===== src/rtl/vdp_host_port.sv =====
// vdp_host_port
//   Host-side byte port into video memory and the control register file.
//   Control bytes come in pairs. The first byte is latched. The second byte
//   then sets the VRAM address, writes a register, or (with readback)
//   sets the address and starts a prefetch. Data bytes stream into VRAM
//   at the current address, and the address auto-increments after each access.
//
//   Build option: define VDP_READBACK_EN to build the read path (read buffer,
//   RD_PEND/RD_WAIT, host_rd, vram_re). When it is undefined, host_rd is
//   ignored and host_rdata, host_rvalid and vram_re are tied to 0.
//
// Ports
//   clk, reset_n            clock, async active-low reset
//   host_valid/host_ready   byte handshake; host_mode 1 = control, 0 = data
//   host_wdata              host byte
//   host_rd                 level read request, held until host_rvalid
//   host_rdata/host_rvalid  read byte with a one-cycle acknowledge
//   vram_addr/wdata/we/re   VRAM request, held until vram_gnt
//   vram_gnt, vram_rdata    arbiter grant; read data arrives the cycle after grant
//   reg_we/reg_sel/wdata    one-cycle register write
//   latch_pending           first control byte is held
module vdp_host_port #(
  parameter int ADDR_W     = 14,
  parameter int NREGS_LOG2 = 3
) (
  input  logic                  clk,
  input  logic                  reset_n,
  input  logic                  host_valid,
  output logic                  host_ready,
  input  logic                  host_mode,
  input  logic [7:0]            host_wdata,
  input  logic                  host_rd,
  output logic [7:0]            host_rdata,
  output logic                  host_rvalid,
  output logic [ADDR_W-1:0]     vram_addr,
  output logic [7:0]            vram_wdata,
  output logic                  vram_we,
  output logic                  vram_re,
  input  logic                  vram_gnt,
  input  logic [7:0]            vram_rdata,
  output logic                  reg_we,
  output logic [NREGS_LOG2-1:0] reg_sel,
  output logic [7:0]            reg_wdata,
  output logic                  latch_pending
);

  typedef enum logic [1:0] {
    IDLE    = 2'd0,
    WR_PEND = 2'd1
`ifdef VDP_READBACK_EN
   ,RD_PEND = 2'd2,
    RD_WAIT = 2'd3
`endif
  } state_t;

  state_t            state;
  logic [ADDR_W-1:0] addr;
  logic [7:0]        lo_latch;
  logic [ADDR_W-1:0] addr_inc;
  logic [13:0]       ctl_raw;
  logic [ADDR_W-1:0] ctl_addr;

  // The address counter wraps naturally at 2^ADDR_W.
  assign addr_inc   = addr + ADDR_W'(1);
  // The second control byte supplies the upper six address bits, and the
  // latched first byte supplies the lower eight.
  assign ctl_raw    = {host_wdata[5:0], lo_latch};
  assign ctl_addr   = ADDR_W'(ctl_raw);
  assign host_ready = (state == IDLE);

`ifdef VDP_READBACK_EN
  logic [7:0] rd_buf;
  logic       buf_valid;
`else
  // Without readback, the read-side inputs have no effect.
  logic unused_rd;
  assign unused_rd   = ^{host_rd, vram_rdata};
  assign host_rdata  = 8'h00;
  assign host_rvalid = 1'b0;
  assign vram_re     = 1'b0;
`endif

  always_ff @(posedge clk or negedge reset_n) begin
    if (!reset_n) begin
      state         <= IDLE;
      addr          <= '0;
      lo_latch      <= 8'h00;
      latch_pending <= 1'b0;
      vram_addr     <= '0;
      vram_wdata    <= 8'h00;
      vram_we       <= 1'b0;
      reg_we        <= 1'b0;
      reg_sel       <= '0;
      reg_wdata     <= 8'h00;
`ifdef VDP_READBACK_EN
      vram_re       <= 1'b0;
      host_rdata    <= 8'h00;
      host_rvalid   <= 1'b0;
      rd_buf        <= 8'h00;
      buf_valid     <= 1'b0;
`endif
    end else begin
      // Default to no strobe, so that each pulse lasts exactly one cycle.
      reg_we <= 1'b0;
`ifdef VDP_READBACK_EN
      host_rvalid <= 1'b0;
`endif
      case (state)
        IDLE: begin
          if (host_valid) begin
            if (host_mode) begin
              if (!latch_pending) begin
                lo_latch      <= host_wdata;
                latch_pending <= 1'b1;
              end else begin
                latch_pending <= 1'b0;
                case (host_wdata[7:6])
                  2'b01: addr <= ctl_addr;
                  2'b00: begin
                    addr <= ctl_addr;
`ifdef VDP_READBACK_EN
                    // Read setup: fetch the first byte ahead of host_rd.
                    vram_addr <= ctl_addr;
                    vram_re   <= 1'b1;
                    state     <= RD_PEND;
`endif
                  end
                  2'b10: begin
                    reg_we    <= 1'b1;
                    reg_sel   <= host_wdata[NREGS_LOG2-1:0];
                    reg_wdata <= lo_latch;
                  end
                  default: ;
                endcase
              end
            end else begin
              latch_pending <= 1'b0;
              vram_addr     <= addr;
              vram_wdata    <= host_wdata;
              vram_we       <= 1'b1;
              state         <= WR_PEND;
`ifdef VDP_READBACK_EN
              // The prefetched byte may now be stale.
              buf_valid     <= 1'b0;
`endif
            end
          end
`ifdef VDP_READBACK_EN
          // An accepted host byte takes priority, and the read waits.
          else if (host_rd && buf_valid) begin
            host_rdata  <= rd_buf;
            host_rvalid <= 1'b1;
            buf_valid   <= 1'b0;
            vram_addr   <= addr;
            vram_re     <= 1'b1;
            state       <= RD_PEND;
          end
`endif
        end
        WR_PEND: begin
          if (vram_gnt) begin
            vram_we <= 1'b0;
            addr    <= addr_inc;
            state   <= IDLE;
          end
        end
`ifdef VDP_READBACK_EN
        RD_PEND: begin
          if (vram_gnt) begin
            vram_re <= 1'b0;
            state   <= RD_WAIT;
          end
        end
        RD_WAIT: begin
          rd_buf    <= vram_rdata;
          buf_valid <= 1'b1;
          addr      <= addr_inc;
          state     <= IDLE;
        end
`endif
        default: state <= IDLE;
      endcase
    end
  end

endmodule


===== config.mk =====
export PLATFORM = sky130hd
export DESIGN_NAME = vdp_host_port
export DESIGN_NICKNAME = d
export VERILOG_FILES = /design/src/rtl/vdp_host_port.sv
export SDC_FILE = /design/constraint.sdc
export NUM_CORES = 1
export LEC_CHECK = 0
export CORE_MARGIN = 2
export CORE_UTILIZATION = 25
export CTS_BUF_LIST = sky130_fd_sc_hd__clkbuf_2
export CTS_CLUSTER_SIZE = 14
export DETAILED_ROUTE_END_ITERATION = 6
export PLACE_DENSITY = 0.58
export SLEW_MARGIN = 20
export SYNTH_ARGS = -nofsm -noshare
export SYNTH_HDL_FRONTEND = slang
export SYNTH_SLANG_ARGS = --single-unit

===== constraint.sdc =====
create_clock -name clk -period 1.7 [get_ports clk]
set_input_delay 0.34 -clock clk [delete_from_list [all_inputs] [get_ports clk]]
set_output_delay 0.34 -clock clk [all_outputs]
set_load 0.05 [all_outputs]

==> results of run 1 <==
[cell usage in the layout (no fill, tap or decap), drive strengths merged, types with 5 or more instances in the layout]
master          n
conb           10
o21ai           6
clkbuf         10
a21oi          22
clkinv          5
buf            69
mux2           41
nand3           6
o22ai           6
nand2          10
nor2            7
dfrtp          58
clkdlybuf4s50  11
[metal layers]
layer	routed length, um	GRT usage [%]	share of wire, %	up-vias
met4	84	5.01	1.3	0
met2	3110	19.2	48	78
met1	2850	15.3	44	999
li1	-	-	-	935
met5	0	0	0	-
met3	405	3.56	6.3	8
[synthesized netlist by cell type, types with 3 or more instances]
library cell	n	area [um2]
inv_1	3	11.3
o22ai_1	6	37.5
dfrtp_1	58	1450
mux2_1	21	236
a21oi_1	22	110
nand3_1	6	30.0
o21ai_0	5	25.0
nor4_1	3	18.8
mux2_2	20	225
nor3_1	3	15.0
nand4_1	3	18.8
mux2i_1	3	30.0
nand2_1	9	33.8
nor2_1	7	26.3
buf_4	13	97.6
[worst min-delay path: stages]
cell	delay, ns
dlygate4sd3_1	0.51
buf_2	0.12
buf_12	0.28
[report_power, final]
part           internal, mW  switching, mW
clock network         0.473          0.529
registers              1.87          0.414
logic                  1.14           1.84
[path summary, 6_finish.rpt]
path                       cells past startpoint                         to  slack [ns]
max in group asynchronous                      3   vram_addr[5]$_DFFE_PN0P_        1.07
max                                            5       addr[10]$_DFFE_PN0P_        0.04
max reg2reg                                    5       addr[10]$_DFFE_PN0P_        0.04
min in group clk                               1  vram_wdata[3]$_DFFE_PN0P_        0.51
min reg2reg                                    1  vram_wdata[3]$_DFFE_PN0P_        0.51
min                                            3    lo_latch[4]$_DFFE_PN0P_        0.34
[flip-flops by register name (all words and copies together), names as in the netlist]
register,cells
vram_we,1
reg_we,1
vram_addr,14
addr,14
reg_sel,3
reg_wdata,8
lo_latch,8
latch_pending,1
vram_wdata,8
[through the flow]
stage	hold WS (ns)	power, mW	cell area (um2)	util (%)	TNS, ns
2_1_floorplan	0.0444	4.10	2710	-	-0.450
3_3_place_gp	0.372	5.13	3390	33.0	-8.70
3_5_place_dp	0.373	5.18	3390	33.0	-9.63
4_1_cts	0.315	6.24	3600	35.1	0
5_1_grt	0.352	6.64	3690	36.0	-0.0559
6_report	0.343	6.26	3690	36.0	0
[cell families (layout without fill, tap and decap cells)]
kind of cell             after synthesis  after routing  share of synthesized area [%]
adder cells (fa/ha/maj)                1              1                          0.477
multiplexers                          44             44                           18.8
other                                  1             10                          0.143
AO/OA/AOI/OAI                         43             43                           9.92
AND/OR/NAND/NOR                       43             43                           10.3
flip-flops                            58             58                           55.3
buffers and inverters                 22            102                           5.10
[what timing repair did]
item	CTS	global route
hold endpoints to repair	58	0
hold buffers	1	0
setup buffers	5	3
pin swaps	0	5
resized for setup	4	7
cloned	0	1
endpoints found under the setup margin	2	8
[area by class of cell]
class / instances / area, um2 / area share [%]
Sequential cell: 58 / 1450 / 39.3
Multi-Input combinational cell: 141 / 1140 / 30.8
Timing Repair Buffer: 82 / 777 / 21.0
Tap cell: 136 / 170 / 4.61
Clock inverter: 7 / 83.8 / 2.27
Clock buffer: 9 / 45.0 / 1.22
Inverter: 4 / 27.5 / 0.745
==> summary.md, run 1 <==
| Metric | Value |
|---|---|
| Synth Flop Type | `dfrtp_1` |
| Buffer and inverter count on the worst path | `0` |
| RSZ-0062 raised after global routing | `true` |
| Delay-heaviest family, CP | `simple AND/OR/NAND/NOR gates` |
| Worst R2R Start | `addr[0]$_DFFE_PN0P_` |
| Post-Syn Area per Cell | `roughly 12 um2` |
| Share of cells above drive strength 1 | `41.5%` |
| Total core area | `10300 um2` |
| WL/cell | `around 15 um` |
| Post-synthesis register bit count | `a little under 60` |
| Grt ovf | `0` |
| CP Max Fanout | `3` |
| CTS tree | `yes` |
| Die ar. | `~11000 um2` |
| Worst endpoint required time | `~2.1 ns` |
| Starting density of the core | `around a quarter` |
| Pre-CTS setup slack | `-0.237 ns` |
| Number of global-route vias before repair | `roughly 2000` |
| MaxCap Viol Count | `0` |
| Post-synth EDFFs | `0` |
| Hold Path Class | `in2async` |
| Dpl cells | `around 400` |
| Asr flop ratio synth | `100%` |
| Worst setup margin | `about 0.04 ns` |
| Initial drt markers | `~150` |
| Die Y | `~110 um` |
| Status | `finished clean` |
| Critical Path Source Type | `flip-flop` |
| CP Launch Point | `addr[0]$_DFFE_PN0P_` |
| Initial antenna violation count | `0` |
| Leak | `1.62 nW` |
| Crit path cell chain | `ha_4 > nand4_4 > or3_4 > or2_4 > a221oi_2` |
| CTS root buffer | `clkbuf_2` |
| Layout Area Growth over Synthesis | `40.9%` |
| Final min period | `1.66 ns` |
| Filler cells | `about 1000` |
| Fin. Hold Viols | `0` |
| GP Congestion | `approximately 0.84` |
| Clk pin slew, worst setup/hold paths | `roughly 0.18 ns` |
| I/O Buffers | `between 40 and 50` |
| Sequential area share after synthesis | `between 50% and 60%` |
| Fmax | `602 MHz` |
| Overall routed net length | `around 6400 um` |
| ANT nets after route | `0` |
| Arr. time, crit path | `approximately 2.1 ns` |
| Vias/cell | `roughly 4.6` |
| YS warnings | `0` |
| Worst Skew | `0.0248 ns` |
| DRC Markers | `0` |
| Clk_lat worst skew | `approximately 0.50 ns` |
| Final setup vio count | `0` |
| Crit path capture type | `flip-flop` |
| Ports | `69` |
| Slowest stage delay, CP | `about 0.43 ns` |
| Mapped cell area | `between 2000 and 3000 um2` |
| Slew Limit Fails | `0` |
| # H-tree levels | `3` |
| P per Cell Area | `between 1500 and 2000 nW/um2` |
| Crit Path Category | `reg2reg` |
| Slowest CP cell | `dfrtp_1` |
| Peak VDD IR | `a little under 700 uV` |
| Synthesized instance count | `around 210` |
| Via Count | `just over 2000` |
| First-pass GRT wire length | `between 10000 and 15000 um` |
| Unique masters post-synth | `39` |
| Final period utilization | `97.7%` |
| Diodes inserted | `0` |
| Pin count of the biggest net entering global routing | `slightly below 60` |
| Total GRT Usage | `12.1%` |
| Layout net count | `about 320` |
| CTS sink cnt | `between 50 and 60` |
| Max clock buf depth | `2` |
| DP Wirelength | `4530 um` |
| Die width | `~110 um` |
| Std cell rows | `37` |
| DR pass1 iterations | `5` |
| Total CTS buffers | `9` |
| Non-filler cells, final | `437` |
Note: power is estimated with default switching activity, not from simulation.
==> run 2, diff against run 1 <==
--- a/config.mk
+++ b/config.mk
@@ -10,7 +10,10 @@
 export CTS_BUF_LIST = sky130_fd_sc_hd__clkbuf_2
 export CTS_CLUSTER_SIZE = 14
 export DETAILED_ROUTE_END_ITERATION = 6
-export PLACE_DENSITY = 0.58
+export DONT_BUFFER_PORTS = 1
+export PLACE_DENSITY = 0.5
+export REMOVE_ABC_BUFFERS = 1
+export SKIP_CTS_REPAIR_TIMING = 1
 export SLEW_MARGIN = 20
 export SYNTH_ARGS = -nofsm -noshare
 export SYNTH_HDL_FRONTEND = slang
==> run 2 against run 1 <==
  * Non-clock buffer count fell by 52
  * Cell area fell by 15%
  * Final cell count fell by 13%
  * Die area did not move
  * Critical path depth fell by 3
  * Largest cell class unchanged
  * Largest power group is now sequential cells
==> summary.md, run 2 (synthesis gave the netlist of run 1 again) <==
| Metric | Value |
|---|---|
| Status | `finished clean` |
| Std cell rows | `37` |
| Overall routed net length | `approximately 6200 um` |
| CTS sink cnt | `between 50 and 60` |
| Via Count | `between 1500 and 2000` |
| CP Max Fanout | `8` |
| Fin. Hold Viols | `0` |
| Util after Layout | `between 30 and 40%` |
| Switching share of total power | `between 40% and 50%` |
| Non-filler cells, final | `around 380` |
| Grt ovf | `0` |
| Layout Area Growth over Synthesis | `19.1%` |
| Reg2reg end | `addr[10]$_DFFE_PN0P_` |
| Clock power share | `12.2%` |
| Slowest CP cell | `dfrtp_1` |
| R2R setup slack | `approximately 0.080 ns` |
| Ports | `just under 70` |
| Fmax | `around 600 MHz` |
| Die width | `106 um` |
| Dpl cells | `355` |
| Starting density of the core | `25.5%` |
| Pint | `around 2.7 mW` |
| Vias/cell | `between 4 and 5` |
| Worst R2R Start | `addr[1]$_DFFE_PN0P_` |
| MaxCap Viol Count | `0` |
| Most common cell after layout, fill and taps aside | `dfrtp_1` |
| Delay-heaviest family, CP | `flip-flops` |
| GP Congestion | `a little under 0.8` |
| Top flop regs | `addr x14, vram_addr x14` |
| Crit path capture type | `output port` |
| Leak | `roughly 1.3 nW` |
| Hold EP | `addr[11]$_DFFE_PN0P_` |
| CTS root buffer | `clkbuf_2` |
| Share of cells above drive strength 1 | `about a quarter` |
| Layout net count | `267` |
| Number of global-route vias before repair | `1721` |
| Arr. time, crit path | `between 1 and 1.5 ns` |
| # H-tree levels | `3` |
| First-pass GRT wire length | `9720 um` |
| I/O Buffers | `0` |
| Initial antenna violation count | `0` |
| Register share of total power | `63.4%` |
| Slew Limit Fails | `0` |
| P per Cell Area | `roughly 1700 nW/um2` |
| Worst r2r path cells | `5` |
| CTS tree | `yes` |
| Leading cell types in the layout, fill and taps excluded | `58 x dfrtp_1, 22 x a21oi_1, 21 x mux2_1, 20 x mux2_2` |
| Critical path depth | `2` |
| Clk pin slew, worst setup/hold paths | `0.15 ns` |
| Total CTS buffers | `9` |
| Diodes inserted | `0` |
| Crit path cell chain | `inv_2 > buf_6` |
| Worst Skew | `around 0.015 ns` |
| WL/cell | `about 16 um` |
| Final setup vio count | `0` |
| Clk_lat worst skew | `roughly 0.5 ns` |
| Max clock buf depth | `2` |
| Hold path start | `host_wdata[3]` |
| DP Wirelength | `4230 um` |
| DR pass1 iterations | `4` |
| Slowest stage delay, CP | `about 0.43 ns` |
| Hold Path Depth | `2` |
| Die ar. | `11300 um2` |
| Buffer and inverter count on the worst path | `2` |
| Final period utilization | `a little over nine tenths` |
| Hold Path Class | `in2reg` |
| ANT nets after route | `0` |
| Final TNS setup | `0 ns` |
| RSZ-0062 raised after global routing | `true` |
| Rel. slew slack | `about two thirds` |
| Total core area | `between 10000 and 15000 um2` |
| Total power | `roughly 5.3 mW` |
| Initial drt markers | `119` |
| Crit Path Category | `reg2out` |
| Final min period | `1.66 ns` |
| DRC Markers | `0` |
| Worst slew pin tran | `around 0.51 ns` |
| Worst endpoint required time | `between 1 and 1.5 ns` |
| Net Sw Power | `2.60 mW` |
| Critical Path Source Type | `flip-flop` |
| Combinational cell fraction of total power | `between 20 and 25%` |
| Die Y | `approximately 110 um` |
| Peak VDD IR | `~560 uV` |
| Total GRT Usage | `between 10 and 15%` |
| Pin count of the biggest net entering global routing | `~60` |
-- run 2: cell count changes in the layout (fill, tap and decap cells not counted), moves of 4 or more --
cell,before,now
clkdlybuf4s50_1,11,0
buf_4,58,12
clkinv_2,4,0
dlygate4sd3_1,1,12
buf_12,9,4
-- run 2: worst reg2reg max path: stages, from the launching register on --
cell      delay [ns]
dfrtp_1         0.42
ha_4            0.18
nand4_4         0.12
or3_4           0.36
or2_0           0.24
a221oi_2        0.23
-- run 2: per-layer routing --
metal	global-route usage, %	up-vias	wire length, um
met1	13.7	876	2710
li1	-	826	-
met3	5.58	11	508
met5	0	-	0
met2	17.1	52	2870
met4	6.68	0	148
-- run 2: final cells by class --
class / instances / area [um2]
clock inverter: 2 / 7.51
clock buffer: 11 / 55.1
multi-input combinational: 141 / 1090
inverter: 4 / 15.0
tap: 136 / 170
sequential: 58 / 1450
fill: 1067 / 7150
timing repair buffer: 30 / 329
-- run 2: how the worst max path moves through the flow --
stage	startpoint	to	slack (ns)
2_1_floorplan	vram_we$_DFFE_PN0P_	vram_wdata[0]$_DFFE_PN0P_	-1.18
3_3_place_gp	addr[0]$_DFFE_PN0P_	addr[10]$_DFFE_PN0P_	0.02
3_5_place_dp	addr[0]$_DFFE_PN0P_	addr[10]$_DFFE_PN0P_	0.01
4_1_cts	vram_we$_DFFE_PN0P_	host_ready	-0.05
5_1_grt	vram_we$_DFFE_PN0P_	vram_we	-0.04
6_report	vram_we$_DFFE_PN0P_	host_ready	0.04
-- run 2: power groups by stage --
| stage | sequential, mW | combinational (mW) | clock [mW] |
|---|---|---|---|
| detailed placement | 3.37 | 1.16 | 0 |
| global route | 3.44 | 1.43 | 0.730 |
| global placement | 3.36 | 1.14 | 0 |
| finish | 3.34 | 1.29 | 0.644 |
| CTS | 3.34 | 1.17 | 0.691 |
| floorplan | 3.27 | 0.760 | 0 |
-- run 2: stage by stage --
step / hold WS, ns / cell area [um2] / setup WS, ns
4_1_cts: -0.557 / 2940 / -0.0490
3_3_place_gp: 0.0460 / 2880 / 0.0178
5_1_grt: 0.0196 / 3120 / -0.0390
6_report: 0.0462 / 3120 / 0.0407
3_5_place_dp: 0.0463 / 2880 / 0.0118
2_1_floorplan: 0.0444 / 2540 / -1.18
==> run 3, diff against run 2 <==
--- a/config.mk
+++ b/config.mk
@@ -11,6 +11,7 @@
 export CTS_CLUSTER_SIZE = 14
 export DETAILED_ROUTE_END_ITERATION = 6
 export DONT_BUFFER_PORTS = 1
+export MAX_ROUTING_LAYER = met4
 export PLACE_DENSITY = 0.5
 export REMOVE_ABC_BUFFERS = 1
 export SKIP_CTS_REPAIR_TIMING = 1
==> run 3 against run 2 <==
  * Clock-buffer cell count is the same
  * Utilization stayed put
  * Total power about the same
  * Combinational power barely moved
  * Cell area is the same
  * Sequential share of layout area did not move
  * Setup slack gained 0.010 ns
  * Final cell count did not move
  * Register-to-register slack about the same
  * Non-clock buffer count is the same
  * Wire length decreased by 0.27%
  * Critical path type unchanged
==> summary.md, run 3 (synthesis gave the netlist of run 1 again) <==
| Metric | Value |
|---|---|
| Status | `finished clean` |
| Crit Path Category | `reg2out` |
| Top flop regs | `addr x14, vram_addr x14` |
| Rel. slew slack | `65.8%` |
| Hold Path Depth | `2` |
| CP Max Fanout | `8` |
| Worst slew pin tran | `0.513 ns` |
| Slowest CP cell | `dfrtp_1` |
| Final TNS setup | `0 ns` |
| Total core area | `around 10000 um2` |
| Arr. time, crit path | `about 1.3 ns` |
| Die width | `about 110 um` |
| Slew Limit Fails | `0` |
| Clk pin slew, worst setup/hold paths | `0.15 ns` |
| Delay-heaviest family, CP | `flip-flops` |
| Clock power share | `approximately an eighth` |
| Slowest stage delay, CP | `roughly 0.43 ns` |
| Final min period | `approximately 1.6 ns` |
| Initial antenna violation count | `0` |
| Total CTS buffers | `9` |
| Hold path start | `host_wdata[3]` |
| Worst r2r path cells | `5` |
| Critical path depth | `2` |
| CTS tree | `yes` |
| I/O Buffers | `0` |
| CTS sink cnt | `between 50 and 60` |
| Layout net count | `about 270` |
| Worst endpoint required time | `roughly 1.4 ns` |
| Final setup vio count | `0` |
| DRC Markers | `0` |
| Overall routed net length | `6230 um` |
| Clk_lat worst skew | `0.51 ns` |
| Std cell rows | `37` |
| Area after DPL | `just under 3000 um2` |
| GP Congestion | `0.791` |
| Peak VDD IR | `approximately 560 uV` |
| Filler cells | `between 1000 and 1500` |
| Starting density of the core | `25.5%` |
| Hold Path Class | `in2reg` |
| Vias/cell | `roughly 4.6` |
| Total GRT Usage | `between 10% and 20%` |
| Pre-CTS setup slack | `0.0118 ns` |
| Worst setup margin | `between 0.05 and 0.06 ns` |
| Leading cell types in the layout, fill and taps excluded | `58 x dfrtp_1, 22 x a21oi_1, 21 x mux2_1, 20 x mux2_2` |
| P per Cell Area | `roughly 1700 nW/um2` |
| Layout Area Growth over Synthesis | `19.1%` |
| Final period utilization | `a little over nine tenths` |
| Reg2reg end | `addr[10]$_DFFE_PN0P_` |
| DR pass1 iterations | `4` |
| Design area | `around 3100 um2` |
| Diodes inserted | `0` |
| RSZ-0062 raised after global routing | `true` |
| DP Wirelength | `4230 um` |
| Die ar. | `between 10000 and 15000 um2` |
| Crit path capture type | `output port` |
| Number of global-route vias before repair | `between 1500 and 2000` |
| Fmax | `~600 MHz` |
| Ports | `between 60 and 70` |
| Register share of total power | `between 60% and 70%` |
| Util after Layout | `between 30% and 40%` |
| Most common cell after layout, fill and taps aside | `dfrtp_1` |
| Pin count of the biggest net entering global routing | `59` |
| R2R setup slack | `approximately 0.080 ns` |
| Net Sw Power | `roughly 2.6 mW` |
| MaxCap Viol Count | `0` |
| Grt ovf | `0` |
| Die Y | `106 um` |
| Max clock buf depth | `2` |
| Worst R2R Start | `addr[1]$_DFFE_PN0P_` |
| Buffer and inverter count on the worst path | `2` |
| Leak | `1.30 nW` |
| Crit path cell chain | `inv_2 > buf_6` |
| Footprint of the multi-input gates | `around 1100 um2` |
| Combinational cell fraction of total power | `24.5%` |
| WL/cell | `roughly 16 um` |
| Worst hold slack | `about 0.053 ns` |
| Share of cells above drive strength 1 | `approximately a quarter` |
| CTS root buffer | `clkbuf_2` |
| FF+latch area | `1450 um2` |
| Switching share of total power | `49.3%` |
| Via Count | `1758` |
| Pint | `2.67 mW` |
| ANT nets after route | `0` |
| # H-tree levels | `3` |
| Hold EP | `addr[11]$_DFFE_PN0P_` |
| First-pass GRT wire length | `9710 um` |
| Initial drt markers | `147` |
| Critical Path Source Type | `flip-flop` |
| Fin. Hold Viols | `0` |
| Worst Skew | `0.0208 ns` |
run 3: cell counts in the layout (fill, tap and decap cells not counted):
Identical to the previous run, type by type.
run 3: worst reg2reg max path: cells and delay by family (launching register included):
family,cells,cell delay (ns)
flops,1,0.42
compound gates,1,0.23
simple gates,3,0.72
fa+ha+maj,1,0.18
run 3: layer usage:
| metal | global-route usage [%] | routed length, um | up-vias |
|---|---|---|---|
| li1 | - | - | 824 |
| met1 | 14.2 | 2790 | 874 |
| met2 | 17.0 | 2860 | 48 |
| met3 | 4.90 | 471 | 12 |
| met4 | 6.68 | 112 | 0 |
| met5 | - | 0 | - |
run 3: power by group through the flow:
| stage | Sequential [mW] | Clock (mW) | Combinational (mW) |
|---|---|---|---|
| after floorplan | 3.27 | 0 | 0.760 |
| after global placement | 3.36 | 0 | 1.14 |
| after detailed placement | 3.37 | 0 | 1.16 |
| after CTS | 3.34 | 0.691 | 1.17 |
| after global routing | 3.44 | 0.731 | 1.43 |
| final | 3.34 | 0.638 | 1.29 |
run 3: worst max-delay path by stage:
stage | startpoint | endpoint | slack (ns)
final | vram_we$_DFFE_PN0P_ | host_ready | 0.05
after global routing | vram_we$_DFFE_PN0P_ | vram_we | -0.04
after CTS | vram_we$_DFFE_PN0P_ | host_ready | -0.05
after detailed placement | addr[0]$_DFFE_PN0P_ | addr[10]$_DFFE_PN0P_ | 0.01
after global placement | addr[0]$_DFFE_PN0P_ | addr[10]$_DFFE_PN0P_ | 0.02
after floorplan | vram_we$_DFFE_PN0P_ | vram_wdata[0]$_DFFE_PN0P_ | -1.18
run 3: cell type report:
cell class	instances	area share [%]
Inverter	4	0.481
Clock buffer	11	1.76
Timing Repair Buffer	30	10.5
Multi-Input combinational cell	141	35.1
Clock inverter	2	0.240
Sequential cell	58	46.5
Tap cell	136	5.45
run 3: metrics by stage:
step	power, mW	instances
after floorplan	4.03	203
after global placement	4.50	355
after detailed placement	4.53	355
after CTS	5.20	368
after global routing	5.60	382
final	5.27	382
